File: src/rtl/io_key_conditioner_pkg.sv
// Shared types and key indices for the panel key conditioner.
package io_key_conditioner_pkg;

    localparam int unsigned KEY_NUM = 3;
    localparam int unsigned KEY_CH  = 0;
    localparam int unsigned KEY_CE  = 1;
    localparam int unsigned KEY_CP  = 2;

    typedef logic [KEY_NUM-1:0] KeyVector;

    typedef enum logic [1:0] {
        RELEASED,
        PRESS_CHK,
        PRESSED,
        RELEASE_CHK
    } KeyState;

endpackage

File: src/rtl/io_key_channel.sv
// One key: synchronizer, debounce FSM and registered level/press/release outputs.
// Auto-repeat of the press pulse is built only when IO_KEY_AUTOREPEAT_EN is defined.
module io_key_channel
    import io_key_conditioner_pkg::*;
#(
    parameter int unsigned SYNC_STAGES     = 2,
    parameter int unsigned DEBOUNCE_CYCLES = 16,
    parameter int unsigned REPEAT_DELAY    = 500000,
    parameter int unsigned REPEAT_PERIOD   = 100000
) (
    input  logic clk,
    input  logic rst,
    input  logic pin,
    output logic level,
    output logic press,
    output logic release_pulse
);

    localparam int unsigned CNT_W = $clog2(DEBOUNCE_CYCLES) + 1;
    localparam logic [CNT_W-1:0] CNT_LAST = CNT_W'(DEBOUNCE_CYCLES - 1);

    if (SYNC_STAGES < 2 || SYNC_STAGES > 4) begin : g_bad_sync
        $error("SYNC_STAGES must be within 2..4");
    end
    if (DEBOUNCE_CYCLES < 1) begin : g_bad_debounce
        $error("DEBOUNCE_CYCLES must be at least 1");
    end
    if (REPEAT_DELAY < 1 || REPEAT_PERIOD < 1) begin : g_bad_repeat
        $error("REPEAT_DELAY and REPEAT_PERIOD must be at least 1");
    end

    logic [SYNC_STAGES-1:0] sync_q;
    logic                   sync_out;

    KeyState          state_q, state_d;
    logic [CNT_W-1:0] cnt_q, cnt_d;
    logic             level_q, level_d;
    logic             press_q, press_d;
    logic             release_q, release_d;

`ifdef IO_KEY_AUTOREPEAT_EN
    localparam int unsigned REP_MAX = (REPEAT_DELAY > REPEAT_PERIOD) ? REPEAT_DELAY
                                                                     : REPEAT_PERIOD;
    localparam int unsigned REP_W = $clog2(REP_MAX) + 1;
    localparam logic [REP_W-1:0] REP_DELAY_LAST  = REP_W'(REPEAT_DELAY - 1);
    localparam logic [REP_W-1:0] REP_PERIOD_LAST = REP_W'(REPEAT_PERIOD - 1);

    logic [REP_W-1:0] rep_cnt_q, rep_cnt_d;
    logic             rep_first_q, rep_first_d;
`endif

    assign sync_out = sync_q[SYNC_STAGES-1];

    always_ff @(posedge clk) begin
        if (rst) begin
            sync_q <= '0;
        end else begin
            sync_q <= {sync_q[SYNC_STAGES-2:0], pin};
        end
    end

    always_ff @(posedge clk) begin
        if (rst) begin
            state_q   <= RELEASED;
            cnt_q     <= '0;
            level_q   <= 1'b0;
            press_q   <= 1'b0;
            release_q <= 1'b0;
        end else begin
            state_q   <= state_d;
            cnt_q     <= cnt_d;
            level_q   <= level_d;
            press_q   <= press_d;
            release_q <= release_d;
        end
    end

`ifdef IO_KEY_AUTOREPEAT_EN
    always_ff @(posedge clk) begin
        if (rst) begin
            rep_cnt_q   <= '0;
            rep_first_q <= 1'b1;
        end else begin
            rep_cnt_q   <= rep_cnt_d;
            rep_first_q <= rep_first_d;
        end
    end
`endif

    always_comb begin
        state_d   = state_q;
        cnt_d     = cnt_q;
        press_d   = 1'b0;
        release_d = 1'b0;

        case (state_q)
            RELEASED: begin
                if (sync_out) begin
                    state_d = PRESS_CHK;
                    cnt_d   = '0;
                end
            end
            PRESS_CHK: begin
                if (!sync_out) begin
                    state_d = RELEASED;
                end else if (cnt_q == CNT_LAST) begin
                    state_d = PRESSED;
                    press_d = 1'b1;
                end else begin
                    cnt_d = cnt_q + 1'b1;
                end
            end
            PRESSED: begin
                if (!sync_out) begin
                    state_d = RELEASE_CHK;
                    cnt_d   = '0;
                end
            end
            RELEASE_CHK: begin
                if (sync_out) begin
                    state_d = PRESSED;
                end else if (cnt_q == CNT_LAST) begin
                    state_d   = RELEASED;
                    release_d = 1'b1;
                end else begin
                    cnt_d = cnt_q + 1'b1;
                end
            end
            default: state_d = RELEASED;
        endcase

        level_d = (state_d == PRESSED) || (state_d == RELEASE_CHK);

`ifdef IO_KEY_AUTOREPEAT_EN
        rep_cnt_d   = rep_cnt_q;
        rep_first_d = rep_first_q;
        // Only an uninterrupted stay in PRESSED advances the repeat timer.
        if (state_q == PRESSED && state_d == PRESSED) begin
            if (rep_cnt_q == (rep_first_q ? REP_DELAY_LAST : REP_PERIOD_LAST)) begin
                press_d     = 1'b1;
                rep_cnt_d   = '0;
                rep_first_d = 1'b0;
            end else begin
                rep_cnt_d = rep_cnt_q + 1'b1;
            end
        end else begin
            rep_cnt_d   = '0;
            rep_first_d = 1'b1;
        end
`endif
    end

    assign level         = level_q;
    assign press         = press_q;
    assign release_pulse = release_q;

endmodule

File: src/rtl/io_key_conditioner.sv
// Conditions the three raw panel keys (CH, CE, CP) into clean level and pulse vectors.
// Optional auto-repeat of keyPress: define IO_KEY_AUTOREPEAT_EN.
module io_key_conditioner
    import io_key_conditioner_pkg::*;
#(
    parameter int unsigned SYNC_STAGES     = 2,
    parameter int unsigned DEBOUNCE_CYCLES = 16,
    parameter int unsigned REPEAT_DELAY    = 500000,
    parameter int unsigned REPEAT_PERIOD   = 100000
) (
    input  logic               clk,
    input  logic               rst,
    input  logic               sigCH,
    input  logic               sigCE,
    input  logic               sigCP,
    output logic [KEY_NUM-1:0] keyLevel,
    output logic [KEY_NUM-1:0] keyPress,
    output logic [KEY_NUM-1:0] keyRelease
);

    KeyVector raw;

    assign raw[KEY_CH] = sigCH;
    assign raw[KEY_CE] = sigCE;
    assign raw[KEY_CP] = sigCP;

    for (genvar i = 0; i < KEY_NUM; i++) begin : g_key
        io_key_channel #(
            .SYNC_STAGES    (SYNC_STAGES),
            .DEBOUNCE_CYCLES(DEBOUNCE_CYCLES),
            .REPEAT_DELAY   (REPEAT_DELAY),
            .REPEAT_PERIOD  (REPEAT_PERIOD)
        ) u_channel (
            .clk          (clk),
            .rst          (rst),
            .pin          (raw[i]),
            .level        (keyLevel[i]),
            .press        (keyPress[i]),
            .release_pulse(keyRelease[i])
        );
    end

endmodule

File: config.mk
export PLATFORM = sky130hd
export DESIGN_NAME = io_key_conditioner
export DESIGN_NICKNAME = d
export VERILOG_FILES = /design/src/rtl/io_key_conditioner_pkg.sv /design/src/rtl/io_key_channel.sv /design/src/rtl/io_key_conditioner.sv
export SDC_FILE = /design/constraint.sdc
export NUM_CORES = 1
export LEC_CHECK = 0
export CAP_MARGIN = 20
export CORE_UTILIZATION = 59
export DETAILED_ROUTE_END_ITERATION = 16
export GPL_TIMING_DRIVEN = 0
export PLACE_DENSITY = 0.81
export SETUP_SLACK_MARGIN = 0.02
export SYNTH_ARGS = -nofsm -noshare
export SYNTH_HDL_FRONTEND = slang
export SYNTH_HIERARCHICAL = 1
export SYNTH_SLANG_ARGS = --single-unit
File: constraint.sdc
create_clock -name clk -period 4.1 [get_ports clk]
set_clock_uncertainty 0.2 [all_clocks]
set_input_delay 0.41 -clock clk [delete_from_list [all_inputs] [get_ports clk]]
set_output_delay 0.41 -clock clk [all_outputs]
set_load 0.02 [all_outputs]
== Word level (Yosys, flattened, before mapping) ==
Index checks and enable logic that the tools add are counted.

* Bits in latches: 0
* Memory bits (read-only): 0
* Output and inout bits: 9
* Memories: 0
* Register bits: 36
* RAM bits: 0
* Bits of input ports: 5

* Shift operators: 0
* Mux-type cells: 42
* $add $sub $neg: 3
* Reductions and logical operators: 15
* Divide/modulo/power cells: 0
* $lt $le $gt $ge: 0
* Equal/unequal tests: 30
* $mul: 0
* Bitwise logic cells: 9

{| class="wikitable"
|+ Operators with widths
! operator !! count
|-
| two-way mux 5 bit || 15
|-
| one-hot mux 5 bit (4 select lines) || 3
|-
| two-way mux 2 bit || 18
|-
| == test 2 bit (second input constant) || 12
|-
| one-hot mux 2 bit (4 select lines) || 3
|-
| OR reduction 3 bit || 6
|-
| adder 5 x 1 -> 5 bit (second input constant) || 3
|-
| == test 5 x 4 -> 1 bit (second input constant) || 3
|-
| inequality test 2 x 1 -> 1 bit (second input constant) || 6
|-
| inequality test 2 bit (second input constant) || 6
|-
| AND reduction 4 bit || 3
|-
| NOT 1 bit || 9
|-
| == test 2 x 1 -> 1 bit (second input constant) || 3
|-
| logical NOT 2 bit || 3
|-
| logical OR 1 bit || 3
|-
| two-way mux 1 bit || 3
|}

== Longest topological paths before layout ==
* Word-level depth: 6
* Gate-level depth with buffers: 7

== By module ==
Netlist, hierarchy kept.

{| class="wikitable"
|+ By module, submodules not included
! module !! cells an instance !! instances !! area each (um^2)
|-
| io_key_channel || 49 || 3 || 462.9
|}

== Worst setup path after synthesis ==
No wires, ideal clock.

* Kind: register -> register
* From: register g_key[0].u_channel.cnt_q[0]
* To: register g_key[0].u_channel.cnt_q[3]
* Stages on the path, launching flop included: 8
* Buffers on the path: 1
* Setup time: 0.070 ns
* Period minus slack after synthesis: 2.033 ns
* Arrival: 1.763 ns
* Path slack: 2.067 ns
* Path through: dfxtp_1 -> ha_1 -> and3_1 -> ha_1 -> and2_1 -> clkbuf_1 -> or4_1 -> a21oi_1

* Cells in the longest elaborated chain, start to end: 4
* Elaborated cells on any way between the ends: 6
* Those cells by class: add/sub: 1; eq/ne: 1; mux: 4

{| class="wikitable"
|+ Ends and longest elaborated chain
! what !! line !! RTL
|-
| from (decl) || io_key_channel.sv:36 || <nowiki>logic [CNT_W-1:0] cnt_q, cnt_d;</nowiki>
|-
| from (signal assigned) || io_key_channel.sv:71 || <nowiki>cnt_q <= cnt_d;</nowiki>
|-
| adder 5 x 1 -> 5 bit / == test 5 x 4 -> 1 bit (equally long branches) || - ||
|-
| two-way mux 5 bit * || io_key_channel.sv:106, io_key_channel.sv:122 ||
|-
| two-way mux 5 bit (on tied branches) || io_key_channel.sv:120, io_key_channel.sv:104 ||
|-
| one-hot mux 5 bit (4 select lines) * || io_key_channel.sv:96 || <nowiki>case (state_q)</nowiki>
|}

Mark *: on every way between the ends. The rest lies on a longest branch, timed or not. The select of a mux whose other input is x is not followed.
A chain may end at the register's enable or synchronous reset.

== Final worst setup path ==
Same ends and word-level chain as after synthesis.

==> reports/qor.csv <==
stage,metric,value,unit
run_status,status,completed,
setup_path,critPathTopFamily,simple AND/OR/NAND/NOR gates,
cts,clock_path_buffers,2,
global_routing,first_global_vias,980,
global_routing,antenna_found_initial,0,
global_routing,grt_remaining_overflow,0,
logic_synthesis,synth_xor_xnor_area_share,0.0378,
final_layout,areaGrowthSynthToFinish,15.1,%
final_layout,final_common_cell,dfxtp_1,
global_routing,grt_use_total,0.230,
power,combPwrFrac,0.039,
logic_synthesis,ys_types,20,
logic_synthesis,synth-seq-cells,33,
detailed_routing,routed_wl,2.60,mm
power,leakagePower,0.559,nW
cts,cts-htree-levels,2,
logic_synthesis,synthMuxAreaShare,0,
power,swShare,0.236,
floorplan,io-pin-count,14,
setup_path,critPathBufInv,1,
cts,clkLatencyLatePin,0.33,ns
hold_path,holdPathStages,2,
sta,timing.final.crit_share,0.544,
setup_path,max_stage_delay,0.52,ns
placement,dpl.hpwl,1.85,mm
logic_synthesis,synth_compound_area_frac,0.146,
setup_path,start_kind,register,
cts,post_cts_resized,0,
final_layout,fin_cells,195,
sta,setup_violations,0,
global_routing,grt_max_degree,12,
logic_synthesis,synth_adder_area_share,0.0811,
hold_path,hp-start,rst,
logic_synthesis,synth_top_family_by_area,simple AND/OR/NAND/NOR gates,
sta,tightest_slew,0.600,ns
logic_synthesis,synth_warnings,6,
sta,final_hold_viol_count,0,
setup_path,cp.required,4.17,ns
setup_path,regToRegStartpoint,g_key[0].u_channel/cnt_q[0]$_SDFFE_PP0P_,
floorplan,design.core.area,2210,µm²
sta,maxSlewViolCount,0,
placement,port_buffers,12,
setup_path,reg2regPathDepth,7,
sta,rsz0062_at_grt,no,
setup_path,arrival,2.30,ns
setup_path,path_class,register to register,
logic_synthesis,syn_area,1390,µm²
sta,setup-tns-final,0,ns
floorplan,die_x,50.5,µm
final_layout,num_antenna_cells,0,
cts,clk_pin_slew,0.10,ns
power,p_seq_frac,0.632,
setup_path,critPathMaxFanout,8,
logic_synthesis,syn-num-nets,161,
placement,gp_congestion,0.807,
cts,cts_tree,built,
sta,post-route-min-period,2.23,ns
setup_path,worstPathCellList,ha_1 > and3_1 > ha_1 > and2_1 > clkbuf_1 > or4_1 > a21oi_1,
logic_synthesis,yosys.area_share.simple,0.227,
detailed_routing,first_pass_iters,4,
global_routing,grt_pass1_wl,4.20,mm
setup_path,cpMostUsedCell,ha_1,
detailed_routing,vias_per_cell,5.86,
cts,cts.sinks,33,
floorplan,dieArea,2550,µm²
final_layout,nNetsFinal,180,
logic_synthesis,synthCells,147,
detailed_routing,detail-route-antenna-nets,0,
detailed_routing,drc,0,
logic_synthesis,synth_seq_area_share,0.476,
power,p_sw,0.000123,W
logic_synthesis,syn_area_per_cell,9.45,µm²
cts,hold_buffers,0,
power,intPower,0.000399,W
cts,cts-root-buf,clkbuf_4,
hold_path,holdPathEnd,g_key[2].u_channel/sync_q[0]$_SDFF_PP0_,
placement,post-place-cells,187,
sta,fmax,448,MHz
detailed_routing,vias,1143,
flow_run,drv_cap,0,
cts,post_cts_buffers,0,
setup_path,endpoint_kind,register,
cts,cts_buffers,5,
setup_path,reg2reg_to,g_key[0].u_channel/cnt_q[3]$_SDFFE_PP0P_,
setup_path,crit_slowest_cell,or4_1,
power,ir_drop,0.315,mV
hold_path,hold_path_class,primary input to register,
power,p_per_area,327,nW/µm²
detailed_routing,drtIter0Drc,20,
floorplan,num_rows,17,
sta,slew_headroom,0.597,
setup_path,r2r_setup_slack,1.87,ns
final_layout,mostFrequentLayoutCells,"dfxtp_1, a21oi_1, clkdlybuf4s50_1",
power,p_clk_frac,0.329,
floorplan,initial_core_util,0.628,
floorplan,die_h,50.5,µm
detailed_routing,wl_per_cell,13.3,µm
final_layout,drive_gt1_frac,0.0479,
[registers in the layout, indices dropped and copies added, names as in the netlist]
register and count:
g_key.u_channel/cnt_q 15, g_key.u_channel/state_q 6, g_key.u_channel/sync_q 6, g_key.u_channel/press 3, g_key.u_channel/release_pulse 3
[power groups by stage]
stage                     combinational, W  clock [W]  sequential [W]
final                            0.0000202   0.000172        0.000330
after floorplan                  0.0000139          0        0.000336
after global routing             0.0000221   0.000196        0.000331
after global placement           0.0000194          0        0.000337
after CTS                        0.0000203   0.000180        0.000330
after detailed placement         0.0000202          0        0.000338
[cell type report]
cell class | count | area [µm²]
Fill cell | 174 | 613
Inverter | 6 | 22.5
Clock buffer | 5 | 37.5
Clock inverter | 3 | 17.5
Buffer | 6 | 22.5
Sequential cell | 33 | 661
Timing Repair Buffer | 12 | 120
Multi-Input combinational cell | 102 | 683
Tap cell | 28 | 35.0
[worst max-delay path by stage]
stage                                                           to                                      from  cells after the start  slack, ns
after floorplan           g_key[0].u_channel/cnt_q[3]$_SDFFE_PP0P_  g_key[0].u_channel/cnt_q[0]$_SDFFE_PP0P_                      7       2.07
after global placement    g_key[2].u_channel/cnt_q[3]$_SDFFE_PP0P_  g_key[2].u_channel/cnt_q[0]$_SDFFE_PP0P_                      7       1.97
after detailed placement  g_key[0].u_channel/cnt_q[3]$_SDFFE_PP0P_  g_key[0].u_channel/cnt_q[0]$_SDFFE_PP0P_                      7       1.91
after CTS                 g_key[2].u_channel/cnt_q[3]$_SDFFE_PP0P_  g_key[2].u_channel/cnt_q[0]$_SDFFE_PP0P_                      7       1.88
after global routing      g_key[0].u_channel/cnt_q[3]$_SDFFE_PP0P_  g_key[0].u_channel/cnt_q[0]$_SDFFE_PP0P_                      7       1.77
final                     g_key[0].u_channel/cnt_q[3]$_SDFFE_PP0P_  g_key[0].u_channel/cnt_q[0]$_SDFFE_PP0P_                      7       1.87
[stage by stage]
step / hold WS (ns) / util / area (µm²) / power [W] / worst slack, ns
final: 0.227 / 0.723 / 1600 / 0.000522 / 1.87
after global routing: 0.220 / 0.723 / 1600 / 0.000549 / 1.77
after CTS: 0.217 / 0.723 / 1600 / 0.000530 / 1.88
after detailed placement: 0.224 / 0.698 / 1540 / 0.000358 / 1.91
after global placement: 0.218 / 0.698 / 1540 / 0.000357 / 1.97
after floorplan: 0.214 / - / 1390 / 0.000350 / 2.07
[logic make-up after synthesis]
family / Yosys count
flops: 33
buf+inv: 12
simple gates: 51
fa+ha+maj: 9
compound gates: 36
xor+xnor: 6
[layer usage]
layer,global-route usage,vias up,part of all wire
li1,-,573,-
met1,0.258,538,0.43
met2,0.373,28,0.51
met3,0.103,4,0.054
met4,0.102,0,0.012
met5,0,-,0
[cells in the mapped netlist]
library cell  count  share of area
nor4b_1           6          0.038
nand4_1           3          0.014
a21oi_1          18          0.065
nand2_1           9          0.024
xnor2_1           3          0.019
or4_1             6          0.032
dfxtp_1          33           0.48
nand4b_1          3          0.019
ha_1              9          0.081
inv_1             6          0.016
nor3_1            6          0.022
nor2b_1           6          0.027
o31ai_1           6          0.032
nand3_1           3          0.011
o21ai_0           9          0.032
xor2_1            3          0.019
o21bai_1          3          0.016
and3_1            6          0.027
clkbuf_1          6          0.016
and2_1            3          0.014
(Power assumes the default switching activity.)
